==> src/rtl/lsu.sv <==
// RV32 load/store unit: one data-memory transaction at a time over a valid/ready bus,
// with lane steering for stores, load extension for writeback, and misalignment traps.
module lsu #(
  parameter int unsigned XLEN = 32
) (
  input  logic            clk,
  input  logic            rst,
  input  logic            req_valid,
  output logic            req_ready,
  input  logic [XLEN-1:0] req_addr,
  input  logic [XLEN-1:0] req_wdata,
  input  logic            req_we,
  input  logic [1:0]      req_size,
  input  logic            req_unsigned,
  input  logic [4:0]      req_rd,
  output logic            mem_valid,
  input  logic            mem_ready,
  output logic [XLEN-1:0] mem_addr,
  output logic            mem_we,
  output logic [3:0]      mem_be,
  output logic [XLEN-1:0] mem_wdata,
  input  logic            mem_rvalid,
  input  logic [XLEN-1:0] mem_rdata,
  output logic            wb_valid,
  output logic [4:0]      wb_rd,
  output logic [XLEN-1:0] wb_data,
  output logic            exc_valid,
  output logic [XLEN-1:0] exc_addr,
  output logic            exc_store
);

  typedef enum logic [2:0] {IDLE, REQ, WAIT, RESP, EXC} state_t;

  state_t     state;
  logic       lat_we;
  logic [1:0] lat_size;
  logic [1:0] lat_lane;
  logic       lat_unsigned;
  logic [4:0] lat_rd;

  logic            misaligned_c;
  logic [3:0]      be_c;
  logic [XLEN-1:0] wdata_c;
  logic [XLEN-1:0] shifted_c;
  logic [XLEN-1:0] load_data_c;

  // Request decode: alignment check, byte enables and lane-replicated store data
  always_comb begin
    misaligned_c = 1'b0;
    be_c         = 4'b1111;
    wdata_c      = req_wdata;
    case (req_size)
      2'd0: begin
        be_c    = 4'b0001 << req_addr[1:0];
        wdata_c = {4{req_wdata[7:0]}};
      end
      2'd1: begin
        misaligned_c = req_addr[0];
        be_c         = 4'b0011 << req_addr[1:0];
        wdata_c      = {2{req_wdata[15:0]}};
      end
      2'd2: misaligned_c = (req_addr[1:0] != 2'b00);
      default: misaligned_c = 1'b1;
    endcase
    if (!req_we) wdata_c = '0;
  end

  // Load lane select and extension; halves are aligned so the lane shift covers both cases
  always_comb begin
    shifted_c   = mem_rdata >> {lat_lane, 3'b000};
    load_data_c = mem_rdata;
    case (lat_size)
      2'd0: load_data_c = lat_unsigned ? {24'd0, shifted_c[7:0]}
                                       : {{24{shifted_c[7]}}, shifted_c[7:0]};
      2'd1: load_data_c = lat_unsigned ? {16'd0, shifted_c[15:0]}
                                       : {{16{shifted_c[15]}}, shifted_c[15:0]};
      default: load_data_c = mem_rdata;
    endcase
  end

  always_ff @(posedge clk or posedge rst) begin
    if (rst) begin
      state        <= IDLE;
      req_ready    <= 1'b1;
      mem_valid    <= 1'b0;
      mem_addr     <= '0;
      mem_we       <= 1'b0;
      mem_be       <= 4'b0000;
      mem_wdata    <= '0;
      wb_valid     <= 1'b0;
      wb_rd        <= 5'd0;
      wb_data      <= '0;
      exc_valid    <= 1'b0;
      exc_addr     <= '0;
      exc_store    <= 1'b0;
      lat_we       <= 1'b0;
      lat_size     <= 2'd0;
      lat_lane     <= 2'd0;
      lat_unsigned <= 1'b0;
      lat_rd       <= 5'd0;
    end else begin
      wb_valid  <= 1'b0;
      exc_valid <= 1'b0;
      case (state)
        IDLE: begin
          if (req_valid) begin
            req_ready    <= 1'b0;
            lat_we       <= req_we;
            lat_size     <= req_size;
            lat_lane     <= req_addr[1:0];
            lat_unsigned <= req_unsigned;
            lat_rd       <= req_rd;
            if (misaligned_c) begin
              state     <= EXC;
              exc_valid <= 1'b1;
              exc_addr  <= req_addr;
              exc_store <= req_we;
            end else begin
              state     <= REQ;
              mem_valid <= 1'b1;
              mem_addr  <= {req_addr[XLEN-1:2], 2'b00};
              mem_we    <= req_we;
              mem_be    <= be_c;
              mem_wdata <= wdata_c;
            end
          end
        end
        REQ: begin
          if (mem_ready) begin
            mem_valid <= 1'b0;
            mem_we    <= 1'b0;
            if (lat_we) begin
              state     <= IDLE;
              req_ready <= 1'b1;
            end else begin
              state <= WAIT;
            end
          end
        end
        WAIT: begin
          if (mem_rvalid) begin
            state    <= RESP;
            wb_valid <= 1'b1;
            wb_rd    <= lat_rd;
            wb_data  <= load_data_c;
          end
        end
        RESP: begin
          state     <= IDLE;
          req_ready <= 1'b1;
        end
        EXC: begin
          state     <= IDLE;
          req_ready <= 1'b1;
        end
        default: begin
          state     <= IDLE;
          req_ready <= 1'b1;
        end
      endcase
    end
  end

endmodule
==> config.mk <==
export PLATFORM = sky130hd
export DESIGN_NAME = lsu
export DESIGN_NICKNAME = d
export VERILOG_FILES = /design/src/rtl/lsu.sv
export SDC_FILE = /design/constraint.sdc
export NUM_CORES = 1
export LEC_CHECK = 0
export CAP_MARGIN = 20
export CORE_ASPECT_RATIO = 1.1
export CORE_MARGIN = 2
export CORE_UTILIZATION = 60
export CTS_CLUSTER_DIAMETER = 30
export CTS_CLUSTER_SIZE = 14
export DETAILED_ROUTE_END_ITERATION = 12
export DONT_BUFFER_PORTS = 1
export GPL_TIMING_DRIVEN = 0
export PLACE_DENSITY = 0.84
export SYNTH_ARGS = -nofsm -noshare
export SYNTH_HDL_FRONTEND = slang
export SYNTH_SLANG_ARGS = --single-unit
==> constraint.sdc <==
create_clock -name clk -period 5.7 [get_ports clk]
set_input_delay 0.57 -clock clk [delete_from_list [all_inputs] [get_ports clk]]
set_output_delay 0.57 -clock clk [all_outputs]
set_load 0.01 [all_outputs]
==> flow_metrics.py <==
metrics = {
    "route": {
        "drt_wl_total_mm": 18.4,
        "drt-wirelength-per-cell_um": 21.9,
        "dr.pass1.iters": 5,
        "antenna_left": 0,
        "drc": 0,
        "via_per_inst": 6.24,
        "vias": 5250,
        "drt-initial-drc-count": 412,
    },
    "global_route": {
        "antenna_found_initial": 0,
        "grt_usage_pct": 29.6,
        "grt_max_degree": 80,
        "grt_pass1_wl_mm": 29.1,
        "grt_pass1_vias": 5443,
        "grt-ovfl-total": 0,
    },
    "cells_and_area": {
        "layout_common_cells": "154 x dfrtp_1, 127 x nand2_1, 54 x o21ai_1, 44 x mux2_1, 37 x o21ai_0",
        "nFillCells": 846,
        "syn2layout_area_growth_pct": 11.5,
        "diodes": 0,
        "final_cell_area_sq_um": 7890,
        "fin_cells": 841,
        "drive_gt1_share_pct": 13.9,
        "fin_nets": 788,
        "fin_util_pct": 68.7,
        "layout_commonest_cell": "dfrtp_1",
    },
    "timing": {
        "rsz0062_at_grt": "no",
        "slew-limit-headroom_pct": 50.3,
        "finClkSkew_ps": 16.4,
        "report.final.slew_viol_count": 0,
        "fmax_mhz": 495,
        "tns_ps": 0,
        "setup_violations": 0,
        "worstMarginPinSlew_ps": 746,
        "period_share_pct": 35.5,
        "hold_viol": 0,
        "finalWorstPathRequiredPeriod_ps": 2020,
    },
    "critical_path": {
        "cp_top_family": "buffers and inverters",
        "reg2reg_from": "lat_lane[1]$_DFFE_PP0P_",
        "cpMostUsedCell": "buf_6",
        "critPathSlowestCell": "mux2_1",
        "required_ps": 5990,
        "cp_cell_sequence": "clkbuf_1, inv_1, a21oi_4, nand2b_4, buf_6, buf_6, mux2_1",
        "r2r_setup_slack_ps": 3680,
        "crit_buf_inv": 4,
        "critPathLaunchType": "primary input",
        "reg2reg_to": "wb_data[21]$_DFFE_PP0P_",
        "startpoint": "req_addr[0]",
        "cp.depth": 7,
        "cp-end-kind": "flop",
        "endpoint": "mem_addr[22]$_DFFE_PP0P_",
        "worstPathArrival_ps": 2310,
        "crit_fanout": 10,
        "max_stage_delay_ps": 350,
        "critPathKind": "in2reg",
        "r2r_cells": 5,
    },
    "clocking": {
        "cts_setup_buffers": 0,
        "cts_tree": "done",
        "clock-root-buffer": "clkbuf_16",
        "cts_resized": 0,
        "cts_max_level": 4,
        "clockBufferDepth": 2,
        "cts_sinks": 155,
        "numCtsBuffers": 17,
        "holdBufCountCts": 0,
        "cts.clk_slew.worst_paths_ps": 60,
        "clkLatencyLatePin_ps": 420,
    },
    "die": {
        "io_pins": 253,
        "die_x_um": 108,
        "die_area_sq_um": 12700,
        "die_h_um": 118,
        "start_util_pct": 61.6,
        "rows": 41,
        "coreArea_sq_um": 11500,
    },
    "power_and_ir_drop": {
        "leakage_nw": 3.72,
        "power.total_w": 0.00464,
        "peakVddDrop_v": 0.000317,
        "p_per_area_nw_per_um2": 588,
    },
    "placement": {
        "place_hpwl_mm": 13.5,
        "port_buffers": 0,
        "gp_congestion": 0.942,
        "post_dp_cell_area_sq_um": 7300,
        "dp.cells": 809,
    },
    "synth": {
        "ys_warn_count": 0,
        "synth_top_cell_area_share_pct": 54.4,
        "synth-seq-area-share_pct": 54.8,
        "ys.flop_type": "dfrtp_1",
        "synthTopCellsByArea": "dfrtp_1 54%, mux2_1 7.0%, nand2_1 6.7%",
        "synth_largest_area_cell": "dfrtp_1",
        "synth_area_sq_um": 7080,
        "synth_cells": 657,
        "synth-seq-cells": 155,
        "postSynth.asyncResetShare_pct": 100,
        "syn_area_per_cell_sq_um": 10.8,
        "synth-edff-count": 0,
        "synth_cell_types": 45,
    },
    "hold_path": {
        "min_path_type": "in2async",
    },
    "run": {
        "maxCapViolCount": 0,
    },
    "outcome": {
        "status": "finished, final reports clean",
    },
}
[through the flow]
step / hold slack [ps] / setup WS, ps
6_report: 116 / 3680
3_5_place_dp: 461 / 3260
3_3_place_gp: 452 / -291
5_1_grt: 179 / 3540
2_1_floorplan: 439 / 954
4_1_cts: 157 / 3690
[layer usage]
layer	up-vias	GRT usage, %	wire (um)
li1	2309	-	-
met1	2564	35.3	6570
met2	326	48.8	9360
met3	51	10.4	2010
met4	0	11.4	495
met5	-	0	0
[cells in the mapped netlist, types with 6 or more instances]
| master | n |
|---|---|
| clkbuf_1 | 29 |
| nand3_1 | 34 |
| o21ai_0 | 37 |
| inv_1 | 6 |
| dfrtp_1 | 154 |
| o21ai_1 | 54 |
| mux2_1 | 44 |
| mux2i_1 | 19 |
| buf_2 | 7 |
| a21o_1 | 8 |
| buf_6 | 7 |
| mux2_4 | 28 |
| nand2_1 | 127 |
| o22ai_1 | 7 |
| a21oi_1 | 13 |
| a2bb2oi_1 | 8 |
| nor2_1 | 21 |
| mux2_2 | 8 |
[final cells by class]
type / count / area [sq um] / area share (%)
multi-input cells: 444 / 2910 / 36.8
repair buffers: 1 / 27.5 / 0.349
plain buffers: 50 / 264 / 3.34
clock buffers: 18 / 429 / 5.44
inverters: 9 / 38.8 / 0.491
clock inverters: 14 / 160 / 2.03
flip-flops and latches: 155 / 3880 / 49.2
well taps: 150 / 188 / 2.38
[sequential cells by signal, indices dropped and copies added (netlist names)]
name and flops:
exc_addr 32, mem_wdata 32, wb_data 32, mem_addr 30
lat_rd 5, wb_rd 5, mem_be 4, state 3
lat_lane 2, lat_size 2, exc_store 1, exc_valid 1
lat_unsigned 1, lat_we 1, mem_valid 1, mem_we 1
req_ready 1, wb_valid 1
[where the power goes]
part           internal, W  switching [W]
Combinational     0.000576       0.000646
Sequential         0.00163       0.000651
Clock             0.000656       0.000479
[logic make-up (layout without fill, tap and decap cells)]
logic type | Yosys count | count (layout) | share of synthesized area (%)
xor gates and xnor gates | 1 | 1 | 0.124
muxes | 99 | 99 | 16.9
and+or+nand+nor | 201 | 201 | 12.4
other | 1 | 2 | 0.0530
AOI/OAI and AO/OA | 141 | 141 | 11.5
DFF | 155 | 155 | 54.8
buffers and inverters | 59 | 92 | 4.21
[how the worst min path moves through the flow]
stage,from,endpoint,slack (ps)
finish,rst,wb_rd[3]$_DFFE_PP0P_,120
global route,rst,wb_rd[3]$_DFFE_PP0P_,180
CTS,rst,wb_rd[2]$_DFFE_PP0P_,160
detailed placement,lat_rd[1]$_DFFE_PP0P_,wb_rd[1]$_DFFE_PP0P_,460
global placement,lat_rd[1]$_DFFE_PP0P_,wb_rd[1]$_DFFE_PP0P_,450
floorplan,lat_rd[0]$_DFFE_PP0P_,wb_rd[0]$_DFFE_PP0P_,440
Power figures use the tool's default switching activity.
